==> config.mk <==
export PLATFORM = sky130hd
export DESIGN_NAME = prop_hold_src
export DESIGN_NICKNAME = d
export VERILOG_FILES = /design/src/rtl/prop_hold_pkg.sv /design/src/rtl/prop_hold_fifo.sv /design/src/rtl/prop_hold_src.sv
export SDC_FILE = /design/constraint.sdc
export NUM_CORES = 1
export LEC_CHECK = 0
export ABC_AREA = 0
export BUFFER_PORTS_ARGS = -buffer_cell sky130_fd_sc_hd__buf_4
export CORE_AREA = 2 2 84 86
export DETAILED_ROUTE_END_ITERATION = 16
export DIE_AREA = 0 0 86 88
export GPL_ROUTABILITY_DRIVEN = 0
export SLEW_MARGIN = 25
export SYNTH_ARGS = -nofsm -noshare
export SYNTH_HDL_FRONTEND = slang
export SYNTH_SLANG_ARGS = --single-unit
export TNS_END_PERCENT = 10
==> constraint.sdc <==
create_clock -name clk -period 2.8 [get_ports clk]
set_input_delay 0 -clock clk [delete_from_list [all_inputs] [get_ports clk]]
set_output_delay 0 -clock clk [all_outputs]
set_load 0.05 [all_outputs]
==> src/rtl/prop_hold_pkg.sv <==
// Shared types and constants for the hold-window stimulus source.
package prop_hold_pkg;

    typedef enum logic [1:0] {
        IDLE = 2'd0,
        SEND = 2'd1,
        HOLD = 2'd2
    } hold_state_t;

    localparam int HOLD_CNT_W = 4;

endpackage

==> src/rtl/prop_hold_fifo.sv <==
// Synchronous FIFO with registered occupancy count and combinational head read.
module prop_hold_fifo #(
    parameter int DW    = 8,
    parameter int DEPTH = 4,
    localparam int PW   = $clog2(DEPTH),
    localparam int CW   = $clog2(DEPTH) + 1
) (
    input  logic          clk,
    input  logic          rst_n,
    input  logic          push,
    input  logic          pop,
    input  logic [DW-1:0] wdata,
    output logic [DW-1:0] rdata,
    output logic          full,
    output logic          empty,
    output logic [CW-1:0] count
);

    logic [DW-1:0] mem [DEPTH];
    logic [PW-1:0] wr_ptr;
    logic [PW-1:0] rd_ptr;

    // Storage needs no reset: a word is only read after it has been written.
    always_ff @(posedge clk) begin
        if (push) begin
            mem[wr_ptr] <= wdata;
        end
    end

    always_ff @(posedge clk or negedge rst_n) begin
        if (!rst_n) begin
            wr_ptr <= '0;
            rd_ptr <= '0;
            count  <= '0;
        end else begin
            if (push) begin
                wr_ptr <= wr_ptr + PW'(1);
            end
            if (pop) begin
                rd_ptr <= rd_ptr + PW'(1);
            end
            case ({push, pop})
                2'b10:   count <= count + CW'(1);
                2'b01:   count <= count - CW'(1);
                default: count <= count;
            endcase
        end
    end

    assign rdata = mem[rd_ptr];
    assign full  = (count == CW'(DEPTH));
    assign empty = (count == '0);

endmodule

==> src/rtl/prop_hold_src.sv <==
// Buffers upstream words and launches each as a one-cycle strobe, then holds
// the data stable for HOLD_CYCLES cycles before the next launch may occur.
module prop_hold_src
    import prop_hold_pkg::*;
#(
    parameter int DW          = 8,
    parameter int DEPTH       = 4,
    parameter int HOLD_CYCLES = 1
) (
    input  logic          clk,
    input  logic          rst_n,
    input  logic          in_valid,
    output logic          in_ready,
    input  logic [DW-1:0] in_data,
    output logic          out_valid,
    output logic [DW-1:0] out_data,
    output logic          busy,
    output logic [15:0]   beats
);

    localparam int CW = $clog2(DEPTH) + 1;
    localparam logic [HOLD_CNT_W-1:0] HOLD_RELOAD =
        (HOLD_CYCLES == 0) ? '0 : HOLD_CNT_W'(HOLD_CYCLES - 1);

    hold_state_t           state;
    hold_state_t           state_n;
    logic [HOLD_CNT_W-1:0] hold_cnt;
    logic [HOLD_CNT_W-1:0] hold_cnt_n;
    logic                  push;
    logic                  pop;
    logic [DW-1:0]         fifo_rdata;
    logic                  fifo_full;
    logic                  fifo_empty;
    logic [CW-1:0]         fifo_count;
    logic [DW-1:0]         out_data_q;
    logic [15:0]           beat_q;

    assign push = in_valid & ~fifo_full;

    prop_hold_fifo #(
        .DW    (DW),
        .DEPTH (DEPTH)
    ) u_fifo (
        .clk   (clk),
        .rst_n (rst_n),
        .push  (push),
        .pop   (pop),
        .wdata (in_data),
        .rdata (fifo_rdata),
        .full  (fifo_full),
        .empty (fifo_empty),
        .count (fifo_count)
    );

    always_ff @(posedge clk or negedge rst_n) begin
        if (!rst_n) begin
            state    <= IDLE;
            hold_cnt <= '0;
        end else begin
            state    <= state_n;
            hold_cnt <= hold_cnt_n;
        end
    end

    // Every pop is a launch: the popped word becomes out_data as SEND is entered.
    always_comb begin
        state_n    = state;
        hold_cnt_n = hold_cnt;
        pop        = 1'b0;
        case (state)
            IDLE: begin
                if (!fifo_empty) begin
                    pop     = 1'b1;
                    state_n = SEND;
                end
            end
            SEND: begin
                if (HOLD_CYCLES != 0) begin
                    hold_cnt_n = HOLD_RELOAD;
                    state_n    = HOLD;
                end else if (!fifo_empty) begin
                    pop     = 1'b1;
                    state_n = SEND;
                end else begin
                    state_n = IDLE;
                end
            end
            HOLD: begin
                if (hold_cnt != '0) begin
                    hold_cnt_n = hold_cnt - HOLD_CNT_W'(1);
                end else if (!fifo_empty) begin
                    pop     = 1'b1;
                    state_n = SEND;
                end else begin
                    state_n = IDLE;
                end
            end
            default: state_n = IDLE;
        endcase
    end

    always_ff @(posedge clk or negedge rst_n) begin
        if (!rst_n) begin
            out_data_q <= '0;
            beat_q     <= '0;
        end else begin
            if (pop) begin
                out_data_q <= fifo_rdata;
            end
            if (out_valid) begin
                beat_q <= beat_q + 16'd1;
            end
        end
    end

    assign out_valid = (state == SEND);
    assign out_data  = out_data_q;
    assign beats     = beat_q;
    assign in_ready  = ~fifo_full;
    assign busy      = (fifo_count != '0) | (state != IDLE);

endmodule
==> results of run 1 <==
[area by class of cell]
cell class                 count  share of cell area [%]
sequential                    69                   53.51
multi-input combinational    107                   26.51
timing repair buffer          47                   10.65
tap                           80                   2.839
clock inverter                 3                  0.4968
clock buffer                  13                   4.826
inverter                      11                   1.171
[through the flow]
stage / worst slack (ps) / cells / utilization (%) / hold slack, ps
floorplan: 306.9 / 192 / - / -295.6
global placement: 409.7 / 305 / 48.89 / 6.807
detailed placement: 322.1 / 305 / 48.89 / 3.236
CTS: 317.8 / 330 / 53.07 / 38.50
global route: 132.7 / 330 / 53.07 / 75.22
finish: 332.7 / 330 / 53.07 / 55.81
[worst max path at each step]
| stage | start | to | slack (ps) |
|---|---|---|---|
| 6_report | hold_cnt[0] | u_fifo.count[2] | 330 |
| 5_1_grt | hold_cnt[1] | u_fifo.count[2] | 130 |
| 4_1_cts | hold_cnt[0] | u_fifo.count[2] | 320 |
| 3_5_place_dp | hold_cnt[0] | u_fifo.count[2] | 320 |
| 3_3_place_gp | hold_cnt[0] | u_fifo.count[2] | 410 |
| 2_1_floorplan | hold_cnt[0] | u_fifo.count[2] | 310 |
[synth_stat cells, types with 2 or more instances]
library cell  count  share of area, %
inv_1            11               1.4
dfrtp_1          37                32
xnor2_1          12               3.6
buf_6             2              0.78
and3_1            6               1.3
edfxtp_1         32                33
nor2_1            6              0.78
mux4_2            8               6.2
nand2_1          11               1.4
o21ai_0           3              0.52
ha_1              7               3.0
nor3_1            4              0.69
nand4_1           3              0.65
mux2_2           10               3.9
xor2_1            9               2.7
o211ai_1          2              0.52
nor4_1            2              0.43
nand3_1           7               1.2
[state kept, by name, summed over array words and instances, names as in the netlist]
| name | flops |
|---|---|
| out_data | 8 |
| beats | 16 |
| u_fifo.count | 3 |
| u_fifo.rd_ptr | 2 |
| hold_cnt | 4 |
| u_fifo.mem | 32 |
| state | 2 |
| u_fifo.wr_ptr | 2 |
[cell families (layout without fill, tap and decap cells)]
kind of cell | Yosys count | after routing | synth area share, %
flops | 69 | 69 | 65.11
simple gates | 48 | 48 | 8.982
xor+xnor | 21 | 21 | 6.347
mux | 19 | 19 | 10.45
buf+inv | 16 | 74 | 2.633
compound gates | 11 | 11 | 2.763
fa+ha+maj | 8 | 8 | 3.713
[per-layer routing]
metal  share of wire, %  vias to the layer above  track usage (%)
li1                   -                      802                -
met1                 48                      784            19.49
met2                 46                       30            21.85
met3                4.1                        8            4.618
met4                2.1                        0            6.926
met5                  0                        -                0
[worst register-to-register path, stage by stage (launching register included)]
cell and delay, ps:
dfrtp_1 420, inv_1 70, ha_1 180, or3b_4 400, a211oi_2 260, ha_1 220
inv_1 60, fa_1 370, xor2_1 150, nor2_1 120, xor2_1 150
[power by group]
| group | leakage [nW] | switching [mW] | internal, mW |
|---|---|---|---|
| registers | 0.763 | 0.252 | 1.34 |
| logic | 0.629 | 0.824 | 0.588 |
| clock network | 0.0946 | 0.360 | 0.397 |
[timing repair]
action,in CTS,in global routing
hold buffers,9,0
endpoints found under the setup margin,0,0
hold endpoints to repair,69,0
==> impl_metrics.csv, run 1 <==
group,metric,value,unit
outcome,status,"completed",
route,wire_per_inst,14.79,microns
cts,cts_tree,"done",
floorplan,row_count,30,
power,power_density,1068,mW/mm^2
synthesis,syn_area_per_cell,15.09,sq um
cells_and_area,final_nets,264,
route,num_vias,1624,
sta,hold_violations,0,
worst_hold_path,hold_path_startpoint,"in_valid",
route,routed_wl,4881,microns
sta,setup_tns,0,ps
critical_path,worstPathCellList,"inv_1, ha_1, or3b_4, a211oi_2, ha_1, inv_1, fa_1, xor2_1, nor2_1, xor2_1",
sta,period_share,88.12,%
cts,clock_sinks,69,
synthesis,synth-async-reset-ratio,53.62,%
synthesis,ys_ff_latch,69,
critical_path,r2r_slack,330,ps
cells_and_area,mostFrequentLayoutCells,"buf_4 (38), dfrtp_1 (37), edfxtp_1 (32), xnor2_1 (12)",
critical_path,cpLargestDelayFamily,"adder cells",
power,p_leak,1.486,nW
placement,dp_hpwl,3181,microns
critical_path,cp.arrival,2730,ps
sta,worst_slew_pin_slew,598.6,ps
floorplan,die_h,88,microns
route,postRouteAntennaNets,0,
placement,place_area,0.003248,sq mm
floorplan,dieArea,0.007568,sq mm
sta,fin_skew,5.832,ps
sta,grt_setup_unrepaired,"false",
cells_and_area,drive_above_1_share,30.00,%
route,drt_iter0_drc,106,
cts,cts_resized,0,
grt,overflow,0,
synthesis,yosysWarnings,0,
critical_path,r2r_cells,10,
cts,root_buffer,"clkbuf_8",
critical_path,cp_max_fo,5,
route,drc_errors,0,
floorplan,fp.coreArea,0.006644,sq mm
critical_path,max_stage_delay,420,ps
cells_and_area,regArea,0.001887,sq mm
synthesis,synth_enable_flop_cells,32,
power,power,3.765,mW
synthesis,yosysSeqAreaShare,65.11,%
power,vdd_drop_max,0.6214,mV
synthesis,yosysUniqueCellTypes,38,
cells_and_area,fill_cells,568,
route,first_pass_iters,4,
sta,period_needed,2467,ps
cts,post-cts-setup-buffer-count,0,
worst_hold_path,min_path_cells,3,
grt,grt_pass1_vias,1654,
cells_and_area,area_growth_syn_to_layout,21.68,%
cells_and_area,diodes,0,
worst_hold_path,min_to,"u_fifo.wr_ptr[0]",
critical_path,crit_slowest_cell,"dfrtp_1",
cells_and_area,final_common_cell,"buf_4",
critical_path,timing.rr.start,"hold_cnt[0]",
placement,io_buffers,37,
critical_path,crit_type,"reg -> reg",
critical_path,end_kind,"register",
grt,grt_pass1_wl,8142,microns
run,cap_violations,0,
floorplan,io_pins,38,
floorplan,initial_core_util,43.62,%
synthesis,synthFlopType,"dfrtp_1",
sta,max_slew_margin,60.09,%
critical_path,rr_endpoint,"u_fifo.count[2]",
worst_hold_path,worstHoldPathType,"in -> reg",
critical_path,path_buf_inv,2,
cells_and_area,stdcell_area,0.003526,sq mm
synthesis,syn_area,0.002898,sq mm
grt,grt_antenna_before_repair,0,
sta,max_freq,405.3,MHz
floorplan,die_w,86,microns
grt,grt_max_degree,38,
route,via_per_inst,4.921,
synthesis,synthCells,192,
critical_path,cp.depth,10,
sta,slew_violations,0,
cts,insertion_delay,340,ps
critical_path,critPathLaunchType,"register",
sta,setup_viol,0,
cts,numCtsBuffers,9,
cells_and_area,multi_input_area,934.6,sq um
synthesis,synth_fp_nets,211,
cts,clk_pin_slew_worst_paths,70,ps
cts,h-tree-depth,3,
cts,ctsLongestPathBuffers,2,
grt,grt_util_all_layers,14.60,%
critical_path,required,3060,ps
Power figures use the tool's default switching activity.
==> inputs of run 2 (changes only) <==
Settings changed: ABC_AREA 0 to 1, CORE_AREA 2 2 84 86 to 2 2 86 88, DIE_AREA 0 0 86 88 to 0 0 88 90.
==> impl_metrics.csv, run 2 <==
group,metric,value,unit
cells_and_area,final_nets,373,
critical_path,crit_type,"reg -> reg",
critical_path,cp.arrival,2420,ps
synthesis,yosysTopAreaCell,"edfxtp_1",
cts,h-tree-depth,3,
route,drt-met1-wl,2457,microns
placement,post-place-ws,601.8,ps
cts,insertion_delay,340,ps
grt,grt_pass1_vias,2087,
worst_hold_path,worstHoldPathType,"in -> reg",
power,power.internal,2.332,mW
critical_path,crit_slowest_cell,"fa_1",
cells_and_area,top_register,"u_fifo.mem",
synthesis,ys_ff_latch,69,
power,power_density,1057,mW/mm^2
grt,grt_antenna_before_repair,0,
cells_and_area,final_common_cell,"nand2_1",
synthesis,yosysSeqAreaShare,60.95,%
route,routed_wl,5587,microns
run,cap_violations,0,
cts,numCtsBuffers,9,
cts,root_buffer,"clkbuf_8",
critical_path,cp_max_fo,9,
synthesis,synthCells,301,
floorplan,io_pins,38,
sta,setup_tns,0,ps
critical_path,worstPathCellList,"inv_1, ha_1, nand3_1, nand2_1, nand3_2, inv_2, ha_1, inv_1, fa_1, a21oi_1, o21ai_0, xor2_1",
cts,clk_pin_slew_worst_paths,80,ps
floorplan,dieArea,0.007920,sq mm
synthesis,synth_fp_nets,320,
sta,worst_slew_pin_slew,866.6,ps
sta,setup_viol,0,
synthesis,synth_top_area_share,31.04,%
route,drc_errors,0,
power,p_seq_share,38.6,%
synthesis,synth.cells.most_frequent,"nand2_1 (58), nor2_1 (41), dfrtp_1 (37)",
floorplan,die_w,88,microns
synthesis,yosysUniqueCellTypes,26,
sta,fin_skew,9.344,ps
sta,period_needed,2201,ps
critical_path,r2r_slack,600,ps
cells_and_area,drive_above_1_share,22.01,%
route,num_vias,2095,
power,vdd_drop_max,0.5042,mV
route,via_per_inst,4.574,
placement,io_buffers,37,
synthesis,synthFlopType,"dfrtp_1",
route,drt_iter0_drc,100,
critical_path,critPathLaunchType,"register",
sta,period_share,78.62,%
cells_and_area,mostFrequentLayoutCells,"nand2_1 (58), nor2_1 (41), buf_4 (38), dfrtp_1 (37), edfxtp_1 (32)",
critical_path,max_stage_delay,370,ps
sta,hold_violations,0,
cells_and_area,area_growth_syn_to_layout,22.03,%
floorplan,die_h,90,microns
floorplan,fp.coreArea,0.007020,sq mm
synthesis,synth_enable_flop_cells,32,
grt,overflow,0,
critical_path,end_kind,"register",
route,wire_per_inst,12.20,microns
route,first_pass_iters,4,
placement,dp_hpwl,3760,microns
synthesis,ys_top_cells_by_area,"edfxtp_1 (31%), dfrtp_1 (30%), nand2_1 (7.0%)",
synthesis,yosysWarnings,0,
power,pwr-share-comb,38.8,%
power,p_clk_share,22.6,%
sta,max_freq,454.3,MHz
floorplan,initial_core_util,44.09,%
grt,grt_util_all_layers,15.83,%
sta,grt_setup_unrepaired,"false",
cells_and_area,largest_register_ffs,32,
cts,post-cts-setup-buffer-count,0,
synthesis,synth-async-reset-ratio,53.62,%
cells_and_area,diodes,0,
cts,ctsLongestPathBuffers,2,
power,p_sw_share,41.59,%
synthesis,yosysMostFrequentCell,"nand2_1",
route,dr_wl_met2,2860,microns
critical_path,required,3020,ps
power,switchingPower,1.661,mW
sta,slew_violations,0,
sta,timing.final.ws_setup,598.8,ps
cts,clock_sinks,69,
synthesis,syn_area_per_cell,10.28,sq um
power,p_leak,1.677,nW
cells_and_area,fill_cells,641,
cts,cts_tree,"done",
sta,max_slew_margin,42.01,%
grt,grt_max_degree,38,
route,top_layer_used,"met4",
route,dr_wl_met3,178,microns
outcome,status,"completed",
synthesis,syn_area,0.003095,sq mm
floorplan,row_count,31,
grt,grt_pass1_wl,9549,microns
route,postRouteAntennaNets,0,
[run 2: stage by stage]
| stage | hold slack (ps) | std cells | cell area (sq um) | util (%) | power (mW) |
|---|---|---|---|---|---|
| 6_report | 36.72 | 458 | 3777 | 53.81 | 3.993 |
| 5_1_grt | 45.17 | 458 | 3777 | 53.81 | 4.280 |
| 4_1_cts | 33.99 | 458 | 3777 | 53.81 | 4.037 |
| 3_5_place_dp | -0.4062 | 433 | 3466 | 49.37 | 3.121 |
| 3_3_place_gp | -0.3486 | 433 | 3466 | 49.37 | 3.091 |
| 2_1_floorplan | -295.6 | 301 | 3095 | - | 2.717 |
[run 2: worst paths after layout]
check,startpoint,end,depth (start not counted)
max in group asynchronous,rst_n,beats[11],2
min in group asynchronous,rst_n,beats[12],2
setup reg to reg,hold_cnt[0],u_fifo.count[2],12
setup / recovery,hold_cnt[0],u_fifo.count[2],12
hold reg to reg,u_fifo.count[0],u_fifo.count[0],1
hold / removal,in_valid,u_fifo.wr_ptr[0],3
[run 2: layer usage]
metal  vias to the layer above  global-route usage, %
met5                         -                      0
met4                         0                  6.923
met3                        10                  3.489
met2                        35                  26.83
met1                       980                  18.98
li1                       1070                      -
[run 2: what timing repair did]
item,4_1_cts,5_1_grt
resized for setup,0,0
endpoints found under the setup margin,0,0
hold endpoints to repair,69,0
hold buffers,9,0
[run 2: power by group through the flow]
stage          logic, mW  clock network [mW]  registers [mW]
3_3_place_gp        1.53                   0            1.56
5_1_grt             1.73               0.974            1.58
6_report            1.55               0.900            1.54
2_1_floorplan      0.899                   0            1.82
3_5_place_dp        1.56                   0            1.56
4_1_cts             1.57               0.920            1.54
[run 2: logic make-up after synthesis]
kind of cell	after synthesis	synth area share, %
compound gates	37	6.265
xor+xnor	15	4.487
fa+ha+maj	8	3.476
buf+inv	41	5.618
flops	69	60.95
simple gates	131	19.20
[run 2: critical path, delay by kind of cell, from the launching register on]
family                   cells  cell delay [ps]
adder cells (fa/ha/maj)      3              730
flip-flops                   1              360
buffers and inverters        3              310
AND/OR/NAND/NOR              3              270
AO/OA/AOI/OAI                2              250
XOR/XNOR                     1              150
[run 2: layout make-up]
cell class | count | area [sq um] | share of cell area (%)
Tap cell | 99 | 123.9 | 3.279
Clock inverter | 7 | 97.59 | 2.584
Inverter | 36 | 135.1 | 3.577
Clock buffer | 9 | 123.9 | 3.279
Timing Repair Buffer | 47 | 375.4 | 9.937
Multi-Input combinational cell | 191 | 1035 | 27.39
Sequential cell | 69 | 1887 | 49.95
